===== config.mk =====
export PLATFORM = sky130hd
export DESIGN_NAME = id_ex_ctrl
export DESIGN_NICKNAME = d
export VERILOG_FILES = /design/src/rtl/id_ctrl_pkg.sv /design/src/rtl/id_ex_ctrl_decode.sv /design/src/rtl/id_ex_ctrl.sv
export SDC_FILE = /design/constraint.sdc
export NUM_CORES = 1
export LEC_CHECK = 0
export BUFFER_PORTS_ARGS = -buffer_cell sky130_fd_sc_hd__buf_2
export CAP_MARGIN = 20
export CORE_MARGIN = 5
export CORE_UTILIZATION = 49
export DETAILED_ROUTE_END_ITERATION = 10
export GPL_TIMING_DRIVEN = 0
export PLACE_DENSITY = 0.8
export SLEW_MARGIN = 20
export SYNTH_ARGS = -nofsm -noshare
export SYNTH_HDL_FRONTEND = slang
export SYNTH_HIERARCHICAL = 1
export SYNTH_SLANG_ARGS = --single-unit

===== constraint.sdc =====
create_clock -name clk -period 3.5 [get_ports clk]
set_clock_uncertainty 0.1 [all_clocks]
set_input_delay 0.7 -clock clk [delete_from_list [all_inputs] [get_ports clk]]
set_output_delay 0.7 -clock clk [all_outputs]
set_load 0.03 [all_outputs]

===== src/rtl/id_ctrl_pkg.sv =====
// Shared encodings for the RV32I decode-stage controller: opcodes, extender
// immediate select, result/ALU selects and the ID/EX control bundle.
package id_ctrl_pkg;

  localparam logic [6:0] OP_LOAD   = 7'b0000011;
  localparam logic [6:0] OP_ALUI   = 7'b0010011;
  localparam logic [6:0] OP_R      = 7'b0110011;
  localparam logic [6:0] OP_STORE  = 7'b0100011;
  localparam logic [6:0] OP_BRANCH = 7'b1100011;
  localparam logic [6:0] OP_JAL    = 7'b1101111;
  localparam logic [6:0] OP_JALR   = 7'b1100111;
  localparam logic [6:0] OP_LUI    = 7'b0110111;
  localparam logic [6:0] OP_AUIPC  = 7'b0010111;

  // Values must match the immediate extender's select decoding.
  typedef enum logic [2:0] {
    IMM_I = 3'b000,
    IMM_B = 3'b001,
    IMM_S = 3'b010,
    IMM_J = 3'b011,
    IMM_U = 3'b100
  } immsrc_t;

  typedef enum logic [1:0] {
    RES_ALU = 2'b00,
    RES_MEM = 2'b01,
    RES_PC4 = 2'b10
  } resultsrc_t;

  typedef enum logic [1:0] {
    ALU_ADD   = 2'b00,
    ALU_SUB   = 2'b01,
    ALU_FUNCT = 2'b10
  } aluop_t;

  typedef struct packed {
    logic       regwrite;
    logic       memwrite;
    logic       branch;
    logic       jump;
    logic       alusrc;
    resultsrc_t resultsrc;
    aluop_t     aluop;
    logic [2:0] funct3;
    logic       funct7b5;
    logic [4:0] rs1;
    logic [4:0] rs2;
    logic [4:0] rd;
    logic       illegal;
  } ctrl_t;

  localparam ctrl_t BUBBLE = '0;

endpackage


===== src/rtl/id_ex_ctrl_decode.sv =====
// Combinational opcode decoder: control bits, immediate select and which
// source registers the instruction actually reads.
module ctrl_decode
  import id_ctrl_pkg::*;
(
  input  logic [6:0] opcode_i,
  output ctrl_t      ctrl_o,
  output immsrc_t    immsrc_o,
  output logic       use_rs1_o,
  output logic       use_rs2_o
);

  // Register-index and funct fields are left zero; the top overlays them.
  always_comb begin
    ctrl_o    = BUBBLE;
    immsrc_o  = IMM_I;
    use_rs1_o = 1'b0;
    use_rs2_o = 1'b0;
    case (opcode_i)
      OP_LOAD: begin
        ctrl_o.regwrite  = 1'b1;
        ctrl_o.alusrc    = 1'b1;
        ctrl_o.resultsrc = RES_MEM;
        use_rs1_o        = 1'b1;
      end
      OP_ALUI: begin
        ctrl_o.regwrite = 1'b1;
        ctrl_o.alusrc   = 1'b1;
        ctrl_o.aluop    = ALU_FUNCT;
        use_rs1_o       = 1'b1;
      end
      OP_R: begin
        ctrl_o.regwrite = 1'b1;
        ctrl_o.aluop    = ALU_FUNCT;
        use_rs1_o       = 1'b1;
        use_rs2_o       = 1'b1;
      end
      OP_STORE: begin
        immsrc_o        = IMM_S;
        ctrl_o.memwrite = 1'b1;
        ctrl_o.alusrc   = 1'b1;
        use_rs1_o       = 1'b1;
        use_rs2_o       = 1'b1;
      end
      OP_BRANCH: begin
        immsrc_o      = IMM_B;
        ctrl_o.branch = 1'b1;
        ctrl_o.aluop  = ALU_SUB;
        use_rs1_o     = 1'b1;
        use_rs2_o     = 1'b1;
      end
      OP_JAL: begin
        immsrc_o         = IMM_J;
        ctrl_o.jump      = 1'b1;
        ctrl_o.regwrite  = 1'b1;
        ctrl_o.resultsrc = RES_PC4;
      end
      OP_JALR: begin
        ctrl_o.jump      = 1'b1;
        ctrl_o.regwrite  = 1'b1;
        ctrl_o.alusrc    = 1'b1;
        ctrl_o.resultsrc = RES_PC4;
        use_rs1_o        = 1'b1;
      end
      OP_LUI, OP_AUIPC: begin
        immsrc_o        = IMM_U;
        ctrl_o.regwrite = 1'b1;
        ctrl_o.alusrc   = 1'b1;
      end
      default: ctrl_o.illegal = 1'b1;
    endcase
  end

endmodule


===== src/rtl/id_ex_ctrl.sv =====
// Decode-stage controller: immediate select, load-use stall, EX flush,
// the ID/EX control register and saturating stall/flush event counters.
module id_ex_ctrl
  import id_ctrl_pkg::*;
#(
  parameter int CNT_W = 16
) (
  input  logic             clk,
  input  logic             reset_n,
  input  logic [31:0]      instr_d,
  input  logic             pcsrc_e,
  output logic [2:0]       immsrc_d,
  output logic [24:0]      imm_d,
  output logic             stall_f,
  output logic             stall_d,
  output logic             flush_d,
  output logic             regwrite_e,
  output logic             memwrite_e,
  output logic             branch_e,
  output logic             jump_e,
  output logic             alusrc_e,
  output logic [1:0]       resultsrc_e,
  output logic [1:0]       aluop_e,
  output logic [2:0]       funct3_e,
  output logic             funct7b5_e,
  output logic [4:0]       rs1_e,
  output logic [4:0]       rs2_e,
  output logic [4:0]       rd_e,
  output logic             illegal_e,
  output logic [CNT_W-1:0] stall_cnt,
  output logic [CNT_W-1:0] flush_cnt
);

  localparam logic [CNT_W-1:0] CNT_ONE = {{(CNT_W-1){1'b0}}, 1'b1};
  localparam logic [CNT_W-1:0] CNT_MAX = '1;

  ctrl_t            dec_ctrl;
  immsrc_t          dec_immsrc;
  logic             use_rs1;
  logic             use_rs2;
  logic             lwstall;
  ctrl_t            ex_q, ex_d;
  logic [CNT_W-1:0] stall_cnt_q, stall_cnt_d;
  logic [CNT_W-1:0] flush_cnt_q, flush_cnt_d;

  ctrl_decode u_decode (
    .opcode_i  (instr_d[6:0]),
    .ctrl_o    (dec_ctrl),
    .immsrc_o  (dec_immsrc),
    .use_rs1_o (use_rs1),
    .use_rs2_o (use_rs2)
  );

  assign immsrc_d = dec_immsrc;
  assign imm_d    = instr_d[31:7];

  assign lwstall = (ex_q.resultsrc == RES_MEM) && (ex_q.rd != 5'd0) &&
                   ((use_rs1 && (instr_d[19:15] == ex_q.rd)) ||
                    (use_rs2 && (instr_d[24:20] == ex_q.rd)));

  // A flush squashes the stalled instruction anyway, so it wins over the stall.
  assign flush_d = pcsrc_e;
  assign stall_f = lwstall & ~pcsrc_e;
  assign stall_d = lwstall & ~pcsrc_e;

  always_comb begin
    ex_d          = dec_ctrl;
    ex_d.funct3   = instr_d[14:12];
    ex_d.funct7b5 = instr_d[30];
    ex_d.rs1      = instr_d[19:15];
    ex_d.rs2      = instr_d[24:20];
    ex_d.rd       = instr_d[11:7];
    if (pcsrc_e || lwstall) begin
      ex_d = BUBBLE;
    end
    stall_cnt_d = stall_cnt_q;
    if (lwstall && (stall_cnt_q != CNT_MAX)) begin
      stall_cnt_d = stall_cnt_q + CNT_ONE;
    end
    flush_cnt_d = flush_cnt_q;
    if (pcsrc_e && (flush_cnt_q != CNT_MAX)) begin
      flush_cnt_d = flush_cnt_q + CNT_ONE;
    end
  end

  always_ff @(posedge clk or negedge reset_n) begin
    if (!reset_n) begin
      ex_q        <= BUBBLE;
      stall_cnt_q <= '0;
      flush_cnt_q <= '0;
    end else begin
      ex_q        <= ex_d;
      stall_cnt_q <= stall_cnt_d;
      flush_cnt_q <= flush_cnt_d;
    end
  end

  assign regwrite_e  = ex_q.regwrite;
  assign memwrite_e  = ex_q.memwrite;
  assign branch_e    = ex_q.branch;
  assign jump_e      = ex_q.jump;
  assign alusrc_e    = ex_q.alusrc;
  assign resultsrc_e = ex_q.resultsrc;
  assign aluop_e     = ex_q.aluop;
  assign funct3_e    = ex_q.funct3;
  assign funct7b5_e  = ex_q.funct7b5;
  assign rs1_e       = ex_q.rs1;
  assign rs2_e       = ex_q.rs2;
  assign rd_e        = ex_q.rd;
  assign illegal_e   = ex_q.illegal;
  assign stall_cnt   = stall_cnt_q;
  assign flush_cnt   = flush_cnt_q;

endmodule


; ---- After elaboration in Yosys (flattened, before gate mapping)
; Cells that the tools add are included.
[op_classes]
mul = 0
n_addsub = 2
n_bitwise = 2
n_div = 0
n_eq_ne = 14
n_reduce_logical = 17
muxes = 12
n_shift = 0
order_cmp = 0
[ops]
columns = cell, count
row1 = $add A16 B1 Y16 const B, 2
row2 = $ne A16 B16 Y1 const B, 2
row3 = $mux W29, 1
row4 = $eq A7 B6 Y1 const B, 3
row5 = $eq A7 B7 Y1 const B, 3
row6 = $eq A7 B5 Y1 const B, 2
row7 = $pmux W3 S4, 1
row8 = $reduce_or A6 Y1, 2
row9 = $eq A5 B5 Y1, 2
row10 = $reduce_or A9 Y1, 1
row11 = $mux W1, 8
row12 = $pmux W2 S2, 2
row13 = $eq A7 B2 Y1 const B, 1
row14 = $reduce_or A7 Y1, 1
row15 = $logic_and A1 B1 Y1, 6
row16 = $reduce_or A2 Y1, 3
row17 = $reduce_bool A5 Y1, 1
row18 = $reduce_or A3 Y1, 1
row19 = $eq A2 B1 Y1 const B, 1
row20 = $logic_or A1 B1 Y1, 2
row21 = $and A1 B1 Y1, 1
row22 = $not A1 Y1, 1
[totals]
register_bits = 61
rom_bits = 0
n_memories = 0
latchBits = 0
input_bits = 35
output_inout_bits = 92
ramBits = 0

; ---- Depth between registers and ports, before layout
; Gate-level depths: netlist (run 1).
[logic_depth]
ltp_word = 8
depth_mapped = 10
ltp_nobuf = 7

; ---- Modules after synthesis
; The synthesis (run 1) kept the hierarchy.
[by_module_without_submodules]
columns = module, instances, cells_each, area_each_um2
row1 = id_ex_ctrl, 1, 250, 2837.7
row2 = ctrl_decode, 1, 61, 391.6

; ---- Worst setup path after synthesis (run 1)
; Ideal clock, no wire load.
[synth_timing]
kind = in2out
start = input port instr_d[0]
end = output port stall_f
t_arrival_ns = 2.722
cell_stages = 10
required_time_ns = 2.700
setup_slack_ns = -0.022
path_cell_list = nand2_2 > or2_1 > buf_6 > a2111oi_4 > nand2_1 > o22ai_2 > buf_2 > nand2_1 > nor2_1 > buf_4
[synth_via]
elab_chain_len = 7
word_cells_on_any_way = 15
classes_between = eq/ne (6) / mux (2) / bitwise (1) / reduce/logical (6)
[synth_lines]
columns = element, line
row1 = "start, declared", id_ex_ctrl.sv:10  ; input logic [31:0] instr_d,
row2 = $eq A7 B6 Y1 or $eq A7 B7 Y1 (tied branches), id_ex_ctrl_decode.sv:19  ; case (opcode_i)
row3 = $reduce_or A3 Y1 (no source line) (*), --
row4 = $mux W1 (*), id_ex_ctrl_decode.sv:19
row5 = net use_rs2, id_ex_ctrl.sv:40  ; logic use_rs2;
row6 = $logic_and A1 B1 Y1 (*), id_ex_ctrl.sv:59  ; (use_rs2 && (instr_d[24:20] == ex_q.rd)));
row7 = $logic_or A1 B1 Y1 (*), id_ex_ctrl.sv:58  ; ((use_rs1 && (instr_d[19:15] == ex_q.rd)) ||
row8 = $logic_and A1 B1 Y1 (*), id_ex_ctrl.sv:57  ; assign lwstall = (ex_q.resultsrc == RES_MEM) && (ex_q.rd != 5'd0) &&
row9 = $and A1 B1 Y1 (*), --
row10 = "end, declared", id_ex_ctrl.sv:14  ; output logic stall_f,
; The timed path passes the listed nets; every way through them passes the cells marked *.

; ---- Worst setup path in the final report (run 1)
[layout_timing]
start = input port instr_d[0]
end = output port stall_f
[layout_via]
elab_chain_len = 7
word_cells_on_any_way = 15
classes_between = eq/ne (6) / mux (2) / bitwise (1) / reduce/logical (6)
[layout_lines]
columns = element, line
row1 = $eq A7 B6 Y1 or $eq A7 B7 Y1 (tied branches), id_ex_ctrl_decode.sv:19
row2 = $reduce_or A3 Y1 (no source line) (*), --
row3 = $mux W1 (*), id_ex_ctrl_decode.sv:19
row4 = net use_rs2, id_ex_ctrl.sv:40
row5 = $logic_and A1 B1 Y1 (*), id_ex_ctrl.sv:59
row6 = $logic_or A1 B1 Y1 (*), id_ex_ctrl.sv:58
row7 = $logic_and A1 B1 Y1 (*), id_ex_ctrl.sv:57
row8 = $and A1 B1 Y1 (*), id_ex_ctrl.sv:63  ; assign stall_f = lwstall & ~pcsrc_e;
; Marked as above.

==> results of run 1 <==
==> per-layer routing <==
layer,wire length (µm),vias up
met5,0,-
met4,70,0
met3,610,9
met2,3311,115
met1,2966,1195
li1,-,1223
==> what timing repair did <==
item	CTS	global route
setup buffers	1	0
endpoints found under the setup margin	2	2
resized for setup	1	3
pin swaps	1	1
hold buffers	0	0
==> critical path, stage by stage <==
cell	delay, ns
buf_2	0.08
nand2_2	0.09
or2_1	0.23
buf_6	0.13
a2111oi_4	0.32
nand2_1	0.14
o22ai_4	0.17
buf_6	0.16
nand2_1	0.06
nor2_2	0.11
buf_4	0.11
buf_2	0.18
==> report_power, final <==
group / internal, mW / switching (mW)
clock: 0.398 / 0.261
combinational: 0.137 / 0.246
sequential: 0.756 / 0.0562
total: 1.29 / 0.563
==> placed cells by master (no fill, tap or decap), types with 2 or more instances in the layout <==
cell type and n:
mux2_2 2, buf_6 5, xnor2_1 34, and2_1 31
a31oi_1 2, nand4_1 12, a21oi_1 4, nor2_1 14
nor3_1 3, inv_1 4, clkbuf_1 2, nand2_1 13
nand3_1 22, or2_2 2, clkbuf_8 9, buf_2 121
buf_4 30, dfrtp_1 61, and3_1 17, o21ai_0 3
nor2b_1 3, bufinv_16 2, clkinv_2 3, ha_1 2
xor2_1 7
==> per-stage QoR <==
stage / TNS (ns) / hold WS [ns]
final: 0 / 0.3409
after global routing: 0 / 0.4129
after CTS: 0 / 0.3718
after detailed placement: -0.1164 / 0.3798
after global placement: -0.1013 / 0.3664
after floorplan: 0 / 0.3044
==> worst min path at each step <==
| stage | startpoint | endpoint | slack (ns) | depth (start not counted) |
|---|---|---|---|---|
| 6_report | reset_n | flush_cnt[5]$_DFFE_PN0P_ | 0.34 | 1 |
| 5_1_grt | flush_cnt[10]$_DFFE_PN0P_ | flush_cnt[10]$_DFFE_PN0P_ | 0.41 | 1 |
| 3_3_place_gp | flush_cnt[13]$_DFFE_PN0P_ | flush_cnt[13]$_DFFE_PN0P_ | 0.37 | 1 |
| 4_1_cts | reset_n | flush_cnt[5]$_DFFE_PN0P_ | 0.37 | 1 |
| 2_1_floorplan | reset_n | aluop_e[0]$_DFF_PN0_ | 0.30 | 0 |
| 3_5_place_dp | flush_cnt[6]$_DFFE_PN0P_ | flush_cnt[6]$_DFFE_PN0P_ | 0.38 | 1 |
==> flip-flops by register name, summed over array words and instances, names as in the netlist, 2 cells and up <==
register and count:
aluop_e 2, flush_cnt 16, funct3_e 3, rd_e 5
resultsrc_e 2, rs1_e 5, rs2_e 5, stall_cnt 16
==> final cells by class <==
type                            instances  area (µm²)  area share
Buffer                                 36       281.5     0.07016
Clock buffer                           11       131.4     0.03274
Clock inverter                          5       75.07     0.01871
Inverter                                4       15.01    0.003742
Multi-Input combinational cell        190        1276      0.3181
Sequential cell                        61        1526      0.3804
Tap cell                               77       96.34     0.02401
Timing Repair Buffer                  121       610.6      0.1522
==> summary.txt, run 1 <==
Status
  • Status: finished clean

Global route
  • Most Crowded Layer GR: met2
  • Initial antenna violation count: 0
  • Largest net degree at the start of global routing: 62
  • First-pass GRT wire length: roughly 11000 µm
  • GR Util met3: 0.04977
  • GR Overflow Total: 0
  • GR Util All Layers: 0.1782
  • Vias in the first global route: around 2.4k
  • M1 GR Usage: 0.2333
  • GR Util met2: 0.2867

CTS
  • Clk pin slew, worst setup/hold paths: 0.07 ns
  • H-tree depth: 3
  • CTS Buf Count: 9
  • TritonCTS clock tree: done
  • Root buf cell: clkbuf_8
  • Longest Clk Path Bufs: 2
  • Clk Latency, worst-skew pair: between 0.3 and 0.4 ns
  • Clk sinks: ~60

Power
  • VDD IR-drop max: 0.0003381 V
  • Post-layout power: 1.854 mW
  • Power Dens Cells: 462.1 nW/µm²
  • Lkg Pwr: 2.121 nW

Synthesis
  • Synth Area per Inst: about 11 µm²
  • Syn Nets: 328
  • YS warnings: 6
  • Post-Synthesis Cells: 291
  • Netlist Area Pre-Place: 3083 µm²

Finish
  • Ant. Diodes: 0
  • Final non-filler cell total: 505
  • Layout cells sized above 1: 0.4299
  • Final Net Count: 460
  • Fillers: 497
  • Util after Layout: 0.6429
  • Fin area: 4013 µm²
  • Layout area overhead: 30.15%

Drt
  • Vias/cell: 5.034
  • 1st-pass router iterations: 4
  • Routed wire per std cell: 13.78 µm
  • Detailed Route WL: 6958 µm
  • DRC Markers: 0
  • Via count: ~2.5k
  • Iteration-0 DRC Markers: 76
  • Final ANT Viol Nets: 0

Placed design
  • Number of port buffers: 120
  • Placed cell count: 488
  • Final HPWL DP: between 5000 and 6000 µm
  • RePlAce Congestion: approximately 0.83
  • Worst Setup Slack post-DPL: -0.09977 ns
  • DP Area: 3785 µm²

Critical path
  • Worst Path Max Fanout: 10
  • Worst reg2reg endpoint: stall_cnt[1]$_DFFE_PN0P_
  • Crit path DAT: 2.50 ns
  • Setup crit start: instr_d[0]
  • WS Path Type: in -> out
  • Critical Path End: stall_f
  • Flop2flop setup slack: ~1.5 ns
  • CP required: 2.70 ns
  • Crit path capture type: output port
  • Worst Reg-to-Reg Cells: 5
  • Critical Path Start Type: primary input
  • Worst R2R Start: rd_e[1]$_DFF_PN0_

STA
  • Post-route setup slack: 0.2032 ns
  • Max-slew violation count: 0
  • RSZ-0062 raised after global routing: false
  • Final setup viols: 0
  • Fmax: 0.3033 GHz
  • Final hold vios: 0
  • Final period util: 0.9419
  • Worst Max-Slew Pin Slew: between 0.7 and 0.8 ns
  • Final worst path period need: ~3.3 ns
  • Relative slew margins: 0.5012

Floorplanning
  • Num ports: 127
  • FP Rows: 29
  • Die Y: 89.32 µm
  • DIE WIDTH: 89.32 µm
  • Core area: 6241 µm²
  • Die area: approximately 8000 µm²
  • Initial Util: 0.4940

Run
  • Total of max-cap violations: 0

Worst hold path
  • HP Class: in -> async
(Power assumes the default switching activity.)
==> run 2, diff against run 1 <==
CORE_ASPECT_RATIO = 1.5   (was default)
PLACE_DENSITY = 0.82   (was 0.8)
==> summary.txt, run 2 (synthesis results as in run 1) <==
Status
  • Status: finished clean (unchanged)

Run
  • Total of max-cap violations: 0 (unchanged)

Critical path
  • Crit path DAT: 2.57 ns (was 2.50 ns)
  • WS Path Type: in -> out (unchanged)
  • CP required: 2.70 ns (about the same)
  • Worst Path Max Fanout: 10 (unchanged)
  • Worst Reg-to-Reg Cells: 5 (unchanged)
  • CP peak stage delay: 0.33 ns (was 0.32 ns)
  • Flop2flop setup slack: 1.45 ns (was 1.47 ns)
  • Worst path slowest cell: a2111oi_4 (unchanged)
  • Critical path cell sequence: buf_2, nand2_2, or2_1, buf_6, a2111oi_4, nand2_1, o22ai_4, buf_4, nand2_1, nor2_2, buf_4, buf_2 (was buf_2, nand2_2, or2_1, buf_6, a2111oi_4, nand2_1, o22ai_4, buf_6, nand2_1, nor2_2, buf_4, buf_2)
  • Worst R2R Start: rd_e[1]$_DFF_PN0_ (unchanged)
  • Worst reg2reg endpoint: stall_cnt[1]$_DFFE_PN0P_ (unchanged)
  • Critical Path Start Type: primary input (unchanged)
  • Crit path capture type: output port (unchanged)

Finish
  • Fillers: 495 (was 497)
  • Final non-filler cell total: 500 (was 505)
  • Fin area: 3964 µm² (was 4013 µm²)
  • Commonest non-fill, non-tap cell in the layout: buf_2 (unchanged)
  • Util after Layout: 0.6465 (was 0.6429)
  • Layout cells sized above 1: 0.4296 (was 0.4299)
  • Final Net Count: 460 (unchanged)
  • Ant. Diodes: 0 (unchanged)
  • Commonest cells after routing, fill and taps aside: 121 x buf_2, 61 x dfrtp_1, 34 x xnor2_1, 31 x and2_1, 31 x buf_4 (was 121 x buf_2, 61 x dfrtp_1, 34 x xnor2_1, 31 x and2_1, 30 x buf_4)
  • Layout area overhead: 28.57% (was 30.15%)

STA
  • Post-route setup slack: 0.1306 ns (was 0.2032 ns)
  • Final worst path period need: 3.369 ns (was 3.297 ns)
  • Setup TNS after final layout: 0 ns (unchanged)
  • Relative slew margins: 0.5040 (was 0.5012)
  • Max-slew violation count: 0 (unchanged)
  • Final setup viols: 0 (unchanged)
  • Worst hold slack: 0.3267 ns (was 0.3409 ns)
  • Worst Max-Slew Pin Slew: 0.7440 ns (was 0.7482 ns)
  • Final period util: 0.9627 (was 0.9419)
  • RSZ-0062 raised after global routing: false (unchanged)
  • Final hold vios: 0 (unchanged)
  • Fmax: 0.2968 GHz (was 0.3033 GHz)

CTS
  • Root buf cell: clkbuf_8 (unchanged)
  • Clk pin slew, worst setup/hold paths: 0.06 ns (was 0.07 ns)
  • Clk Latency, worst-skew pair: 0.33 ns (was 0.32 ns)
  • CTS Buf Count: 9 (unchanged)
  • Longest Clk Path Bufs: 2 (unchanged)
  • Clk sinks: 61 (unchanged)
  • # hold bufs at CTS: 0 (unchanged)
  • TritonCTS clock tree: done (unchanged)
  • H-tree depth: 3 (unchanged)

Drt
  • Met2 routed wirelength: 3942 µm (was 3311 µm)
  • Iteration-0 DRC Markers: 91 (was 76)
  • DRC Markers: 0 (unchanged)
  • Wire length on met3: 529 µm (was 610 µm)
  • Routed wire per std cell: 14.79 µm (was 13.78 µm)
  • 1st-pass router iterations: 4 (unchanged)
  • Vias/cell: 5.148 (was 5.034)
  • Met1 Wirelength: 2766 µm (was 2966 µm)
  • Final ANT Viol Nets: 0 (unchanged)
  • Detailed Route WL: 7394 µm (was 6958 µm)
  • Top Metal Used: met4 (unchanged)
  • Via count: 2574 (was 2542)

Power
  • Post-layout power: 1.736 mW (was 1.854 mW)
  • Lkg Pwr: 2.102 nW (was 2.121 nW)
  • VDD IR-drop max: 0.0002288 V (was 0.0003381 V)
  • Power Dens Cells: 437.9 nW/µm² (was 462.1 nW/µm²)

Placed design
  • Worst Setup Slack post-DPL: -0.1436 ns (was -0.09977 ns)
  • Number of port buffers: 120 (unchanged)
  • Placed cell count: 485 (was 488)
  • DP Area: 3781 µm² (was 3785 µm²)
  • RePlAce Congestion: 0.8493 (was 0.8318)
  • Final HPWL DP: 5540 µm (was 5173 µm)

Global route
  • Largest net degree at the start of global routing: 62 (unchanged)
  • GR Overflow Total: 0 (unchanged)
  • Initial antenna violation count: 0 (unchanged)
  • Vias in the first global route: 2629 (was 2403)
  • GR Util All Layers: 0.1975 (was 0.1782)
  • First-pass GRT wire length: 12300 µm (was 11000 µm)

Floorplanning
  • Initial Util: 0.5029 (was 0.4940)
  • DIE WIDTH: 74.77 µm (was 89.32 µm)
  • Die Y: 107.1 µm (was 89.32 µm)
  • Core area: 6131 µm² (was 6241 µm²)
  • Die area: 8011 µm² (was 7978 µm²)
  • Num ports: 127 (unchanged)
  • FP Rows: 35 (was 29)

Worst hold path
  • HP Class: in -> async (unchanged)
[run 2: cell count changes in the layout (fill, tap and decap cells not counted)]
cell	before	now
buf_4	30	31
buf_6	5	4
bufinv_16	2	0
clkbuf_1	2	1
clkbuf_8	9	11
clkinv_2	3	2
[run 2: cell type report]
cell class                 count  area, µm²  area share
buffer                        36      277.8     0.07008
clock buffer                  12      155.1     0.03914
clock inverter                 2      10.01    0.002525
inverter                       4      15.01    0.003788
multi-input combinational    190       1276      0.3220
sequential                    61       1526      0.3851
tap                           74      92.59     0.02336
timing repair buffer         121      610.6      0.1540
[run 2: what timing repair did]
action / 4_1_cts / 5_1_grt
setup buffers: 1 / 0
setup endpoints to repair: 2 / 1
gates resized for setup: 1 / 2
pin swaps: 1 / 0
[run 2: worst max-delay path: cells and delay by family]
kind,cells,cell delay (ns)
buffers and inverters,5,0.70
AND/OR/NAND/NOR,5,0.67
AO/OA/AOI/OAI,2,0.49
[run 2: power by group]
part           leakage, nW  internal [mW]  switching, mW
logic                 1.20          0.136          0.247
clock network       0.0881          0.286          0.256
registers            0.818          0.756         0.0544
total                 2.10           1.18          0.558
[run 2: how the worst max path moves through the flow]
stage          startpoint  slack (ns)       to
5_1_grt        instr_d[0]        0.01  stall_f
3_5_place_dp   instr_d[0]       -0.14  stall_f
4_1_cts        instr_d[0]        0.06  stall_f
2_1_floorplan  instr_d[0]        0.15  stall_f
6_report       instr_d[0]        0.13  stall_f
3_3_place_gp   instr_d[0]       -0.09  stall_f
[run 2: layer usage]
layer,up-vias,global-route usage
li1,1223,-
met1,1238,0.2279
met2,96,0.3346
met3,17,0.04878
met4,0,0.09160
met5,-,0
==> run 3, diff against run 2 <==
--- a/config.mk
+++ b/config.mk
@@ -13,8 +13,7 @@
 export DETAILED_ROUTE_END_ITERATION = 10
 export GPL_TIMING_DRIVEN = 0
-export PLACE_DENSITY = 0.82
+export PLACE_DENSITY = 0.83
 export SLEW_MARGIN = 20
 export SYNTH_ARGS = -nofsm -noshare
 export SYNTH_HDL_FRONTEND = slang
-export SYNTH_HIERARCHICAL = 1
 export SYNTH_SLANG_ARGS = --single-unit
==> constraint.sdc (replaced) <==
create_clock -name clk -period 3.5 [get_ports clk]
set_clock_uncertainty 0.1 [all_clocks]
set_input_delay 0.7 -clock clk [delete_from_list [all_inputs] [get_ports clk]]
set_output_delay 0.7 -clock clk [all_outputs]
set_load 0.02 [all_outputs]
==> summary.txt, run 3 <==
Synthesis
  • Largest cells by area after synthesis: dfrtp_1 47%, buf_4 6.8%, xor2_1 6.6%
  • Synth unique cells: 45
  • Most frequent cell after synthesis: dfrtp_1
  • #FFs+latches synth: 60
  • Largest area contributor in the netlist: dfrtp_1
  • Post-Synthesis Cells: 304 (was 291)
  • Netlist Area Pre-Place: 3199 µm² (was 3083 µm²)
  • Syn Nets: 341 (was 328)
  • YS warnings: 0 (was 6)
  • Commonest cells post-synth: 60 x dfrtp_1, 29 x buf_4, 24 x xor2_1, 23 x nand2_1, 19 x nor3b_1
  • Post-synthesis async set-or-reset flop share: 1.000
  • Post-synth EDFFs: 0
  • Post-synth top flop: dfrtp_1
  • Sequential-to-total area share from yosys stat: 0.4693
  • Synth Area per Inst: 10.52 µm² (was 10.59 µm²)
  • Yosys top cell area share: 0.4693

Run
  • Total of max-cap violations: 0 (unchanged)

Critical path
  • CP required: 2.70 ns (about the same)
  • CP peak stage delay: 0.35 ns (was 0.33 ns)
  • Critical Path Start Type: primary input (unchanged)
  • Critical path cell sequence: buf_2, nand3b_4, nor4_2, nand3_2, a21boi_2, clkbuf_4, nor2b_1, buf_4, buf_2 (was buf_2, nand2_2, or2_1, buf_6, a2111oi_4, nand2_1, o22ai_4, buf_4, nand2_1, nor2_2, buf_4, buf_2)
  • Cell mode on critical path: buf_2
  • Flop2flop setup slack: 1.13 ns (was 1.45 ns)
  • Worst Reg-to-Reg Cells: 6 (was 5)
  • Worst path slowest cell: nor4_2 (was a2111oi_4)
  • Worst Path Max Fanout: 10 (unchanged)
  • Crit path DAT: 2.53 ns (was 2.57 ns)
  • Worst R2R Start: stall_cnt[0]$_DFFE_PN0P_ (was rd_e[1]$_DFF_PN0_)
  • Crit path capture type: output port (unchanged)
  • WS Path Type: in -> out (unchanged)
  • Worst reg2reg endpoint: stall_cnt[1]$_DFFE_PN0P_ (unchanged)

Floorplanning
  • Num ports: 127 (unchanged)
  • Die area: 8279 µm² (was 8011 µm²)
  • FP Rows: 36 (was 35)
  • Core area: 6441 µm² (was 6131 µm²)
  • DIE WIDTH: 75.98 µm (was 74.77 µm)
  • Initial Util: 0.4967 (was 0.5029)
  • Die Y: 109.0 µm (was 107.1 µm)

STA
  • RSZ-0062 raised after global routing: false (unchanged)
  • Max-slew violation count: 0 (unchanged)
  • Fmax: 0.3004 GHz (was 0.2968 GHz)
  • Final period util: 0.9512 (was 0.9627)
  • Final hold vios: 0 (unchanged)
  • Relative slew margins: 0.5028 (was 0.5040)
  • Final worst path period need: 3.329 ns (was 3.369 ns)
  • Final setup viols: 0 (unchanged)
  • Worst Max-Slew Pin Slew: 0.7458 ns (was 0.7440 ns)

Power
  • Int Pwr: 1.304 mW (was 1.178 mW)
  • Lkg Pwr: 2.142 nW (was 2.102 nW)
  • Sw Share: 0.2869 (was 0.3214)
  • Power Dens Cells: 441.8 nW/µm² (was 437.9 nW/µm²)
  • Clock power frac: 0.369 (was 0.312)
  • VDD IR-drop max: 0.0003638 V (was 0.0002288 V)
  • P_sw: 524.5 µW (was 557.9 µW)
  • Seq pwr share: 0.438 (was 0.467)
  • Logic pwr share: 0.194 (was 0.221)

Drt
  • Via count: 2786 (was 2574)
  • Detailed Route WL: 7932 µm (was 7394 µm)
  • DRC Markers: 0 (unchanged)
  • Routed wire per std cell: 15.37 µm (was 14.79 µm)
  • Vias/cell: 5.399 (was 5.148)
  • Iteration-0 DRC Markers: 112 (was 91)
  • 1st-pass router iterations: 4 (unchanged)
  • Final ANT Viol Nets: 0 (unchanged)

CTS
  • # hold bufs at CTS: 0 (unchanged)
  • Clk Latency, worst-skew pair: 0.33 ns (about the same)
  • Clk sinks: 60 (was 61)
  • Clk pin slew, worst setup/hold paths: 0.06 ns (about the same)
  • CTS Buf Count: 9 (unchanged)
  • Root buf cell: clkbuf_8 (unchanged)
  • Longest Clk Path Bufs: 2 (unchanged)
  • H-tree depth: 3 (unchanged)
  • TritonCTS clock tree: done (unchanged)

Global route
  • GR Overflow Total: 0 (unchanged)
  • First-pass GRT wire length: 12850 µm (was 12300 µm)
  • Largest net degree at the start of global routing: 61 (was 62)
  • Vias in the first global route: 2812 (was 2629)
  • Initial antenna violation count: 0 (unchanged)
  • GR Util All Layers: 0.1927 (was 0.1975)

Finish
  • Commonest cells after routing, fill and taps aside: 119 x buf_2, 60 x dfrtp_1, 31 x buf_4, 24 x xor2_1, 23 x nand2_1 (was 121 x buf_2, 61 x dfrtp_1, 34 x xnor2_1, 31 x and2_1, 31 x buf_4)
  • Ant. Diodes: 0 (unchanged)
  • Fillers: 537 (was 495)
  • Util after Layout: 0.6424 (was 0.6465)
  • Commonest non-fill, non-tap cell in the layout: buf_2 (unchanged)
  • Fin area: 4138 µm² (was 3964 µm²)
  • Layout cells sized above 1: 0.4341 (was 0.4296)
  • Final Net Count: 472 (was 460)
  • Layout area overhead: 29.33% (was 28.57%)

Worst hold path
  • HP Class: in -> async (unchanged)

Placed design
  • Final HPWL DP: 6082 µm (was 5540 µm)
  • DP Area: 3892 µm² (was 3781 µm²)
  • RePlAce Congestion: 0.8568 (was 0.8493)
  • Number of port buffers: 119 (was 120)

Status
  • Status: finished clean (unchanged)
-- run 3: area by class of cell --
cell class	count	area, µm²	area share
Buffer	39	269.0	0.06501
Clock buffer	11	141.4	0.03417
Clock inverter	5	75.07	0.01814
Inverter	4	15.01	0.003629
Multi-Input combinational cell	201	1435	0.3468
Sequential cell	60	1501	0.3629
Tap cell	76	95.09	0.02298
Timing Repair Buffer	120	605.6	0.1464
-- run 3: metal layers --
| metal | vias to the layer above | track usage | share of wire |
|---|---|---|---|
| met5 | - | 0 | 0 |
| met4 | 0 | 0.07634 | 0.025 |
| met3 | 22 | 0.06860 | 0.086 |
| met2 | 120 | 0.3468 | 0.52 |
| met1 | 1338 | 0.2037 | 0.37 |
| li1 | 1306 | - | - |
-- run 3: repair_timing --
action	CTS	global route
endpoints found under the setup margin	1	2
resized for setup	0	5
pin swaps	1	0
buffers inserted	1	0
-- run 3: through the flow --
stage                     std cells  setup TNS (ns)  setup slack [ns]  hold slack (ns)  power, mW
after global routing            516               0           0.01471           0.3951      1.914
after detailed placement        499        -0.03311          -0.03311           0.3977      1.165
final                           516               0            0.1707           0.3365      1.828
after global placement          499               0           0.02720           0.3738      1.152
after CTS                       516               0           0.01919           0.3460      1.847
after floorplan                 304               0            0.1959           0.3044      1.023
-- run 3: cells by family after synthesis --
kind of cell,Yosys count,synth area share
simple gates,126,0.2268
flops,60,0.4693
buf+inv,43,0.08799
compound gates,35,0.09934
xor+xnor,32,0.08760
mux,6,0.02112
fa+ha+maj,2,0.007820
-- run 3: worst max path at each step --
stage	start	endpoint	slack, ns	depth (start not counted)
3_3_place_gp	instr_d[3]	stall_f	0.03	9
3_5_place_dp	instr_d[3]	stall_f	-0.03	9
4_1_cts	instr_d[4]	stall_f	0.02	9
2_1_floorplan	instr_d[4]	stall_f	0.20	8
6_report	instr_d[3]	stall_f	0.17	9
5_1_grt	instr_d[3]	stall_f	0.01	9
-- run 3: power groups by stage --
stage / Sequential [mW] / Combinational [mW] / Clock [mW]
after floorplan: 0.867 / 0.156 / 0
after global placement: 0.809 / 0.344 / 0
after detailed placement: 0.810 / 0.356 / 0
after CTS: 0.799 / 0.356 / 0.692
after global routing: 0.811 / 0.383 / 0.721
final: 0.800 / 0.354 / 0.674
-- run 3: worst max-delay path, delay by kind of cell --
family / cells / cell delay (ns)
compound gates: 1 / 0.22
buf+inv: 4 / 0.64
simple gates: 4 / 0.96
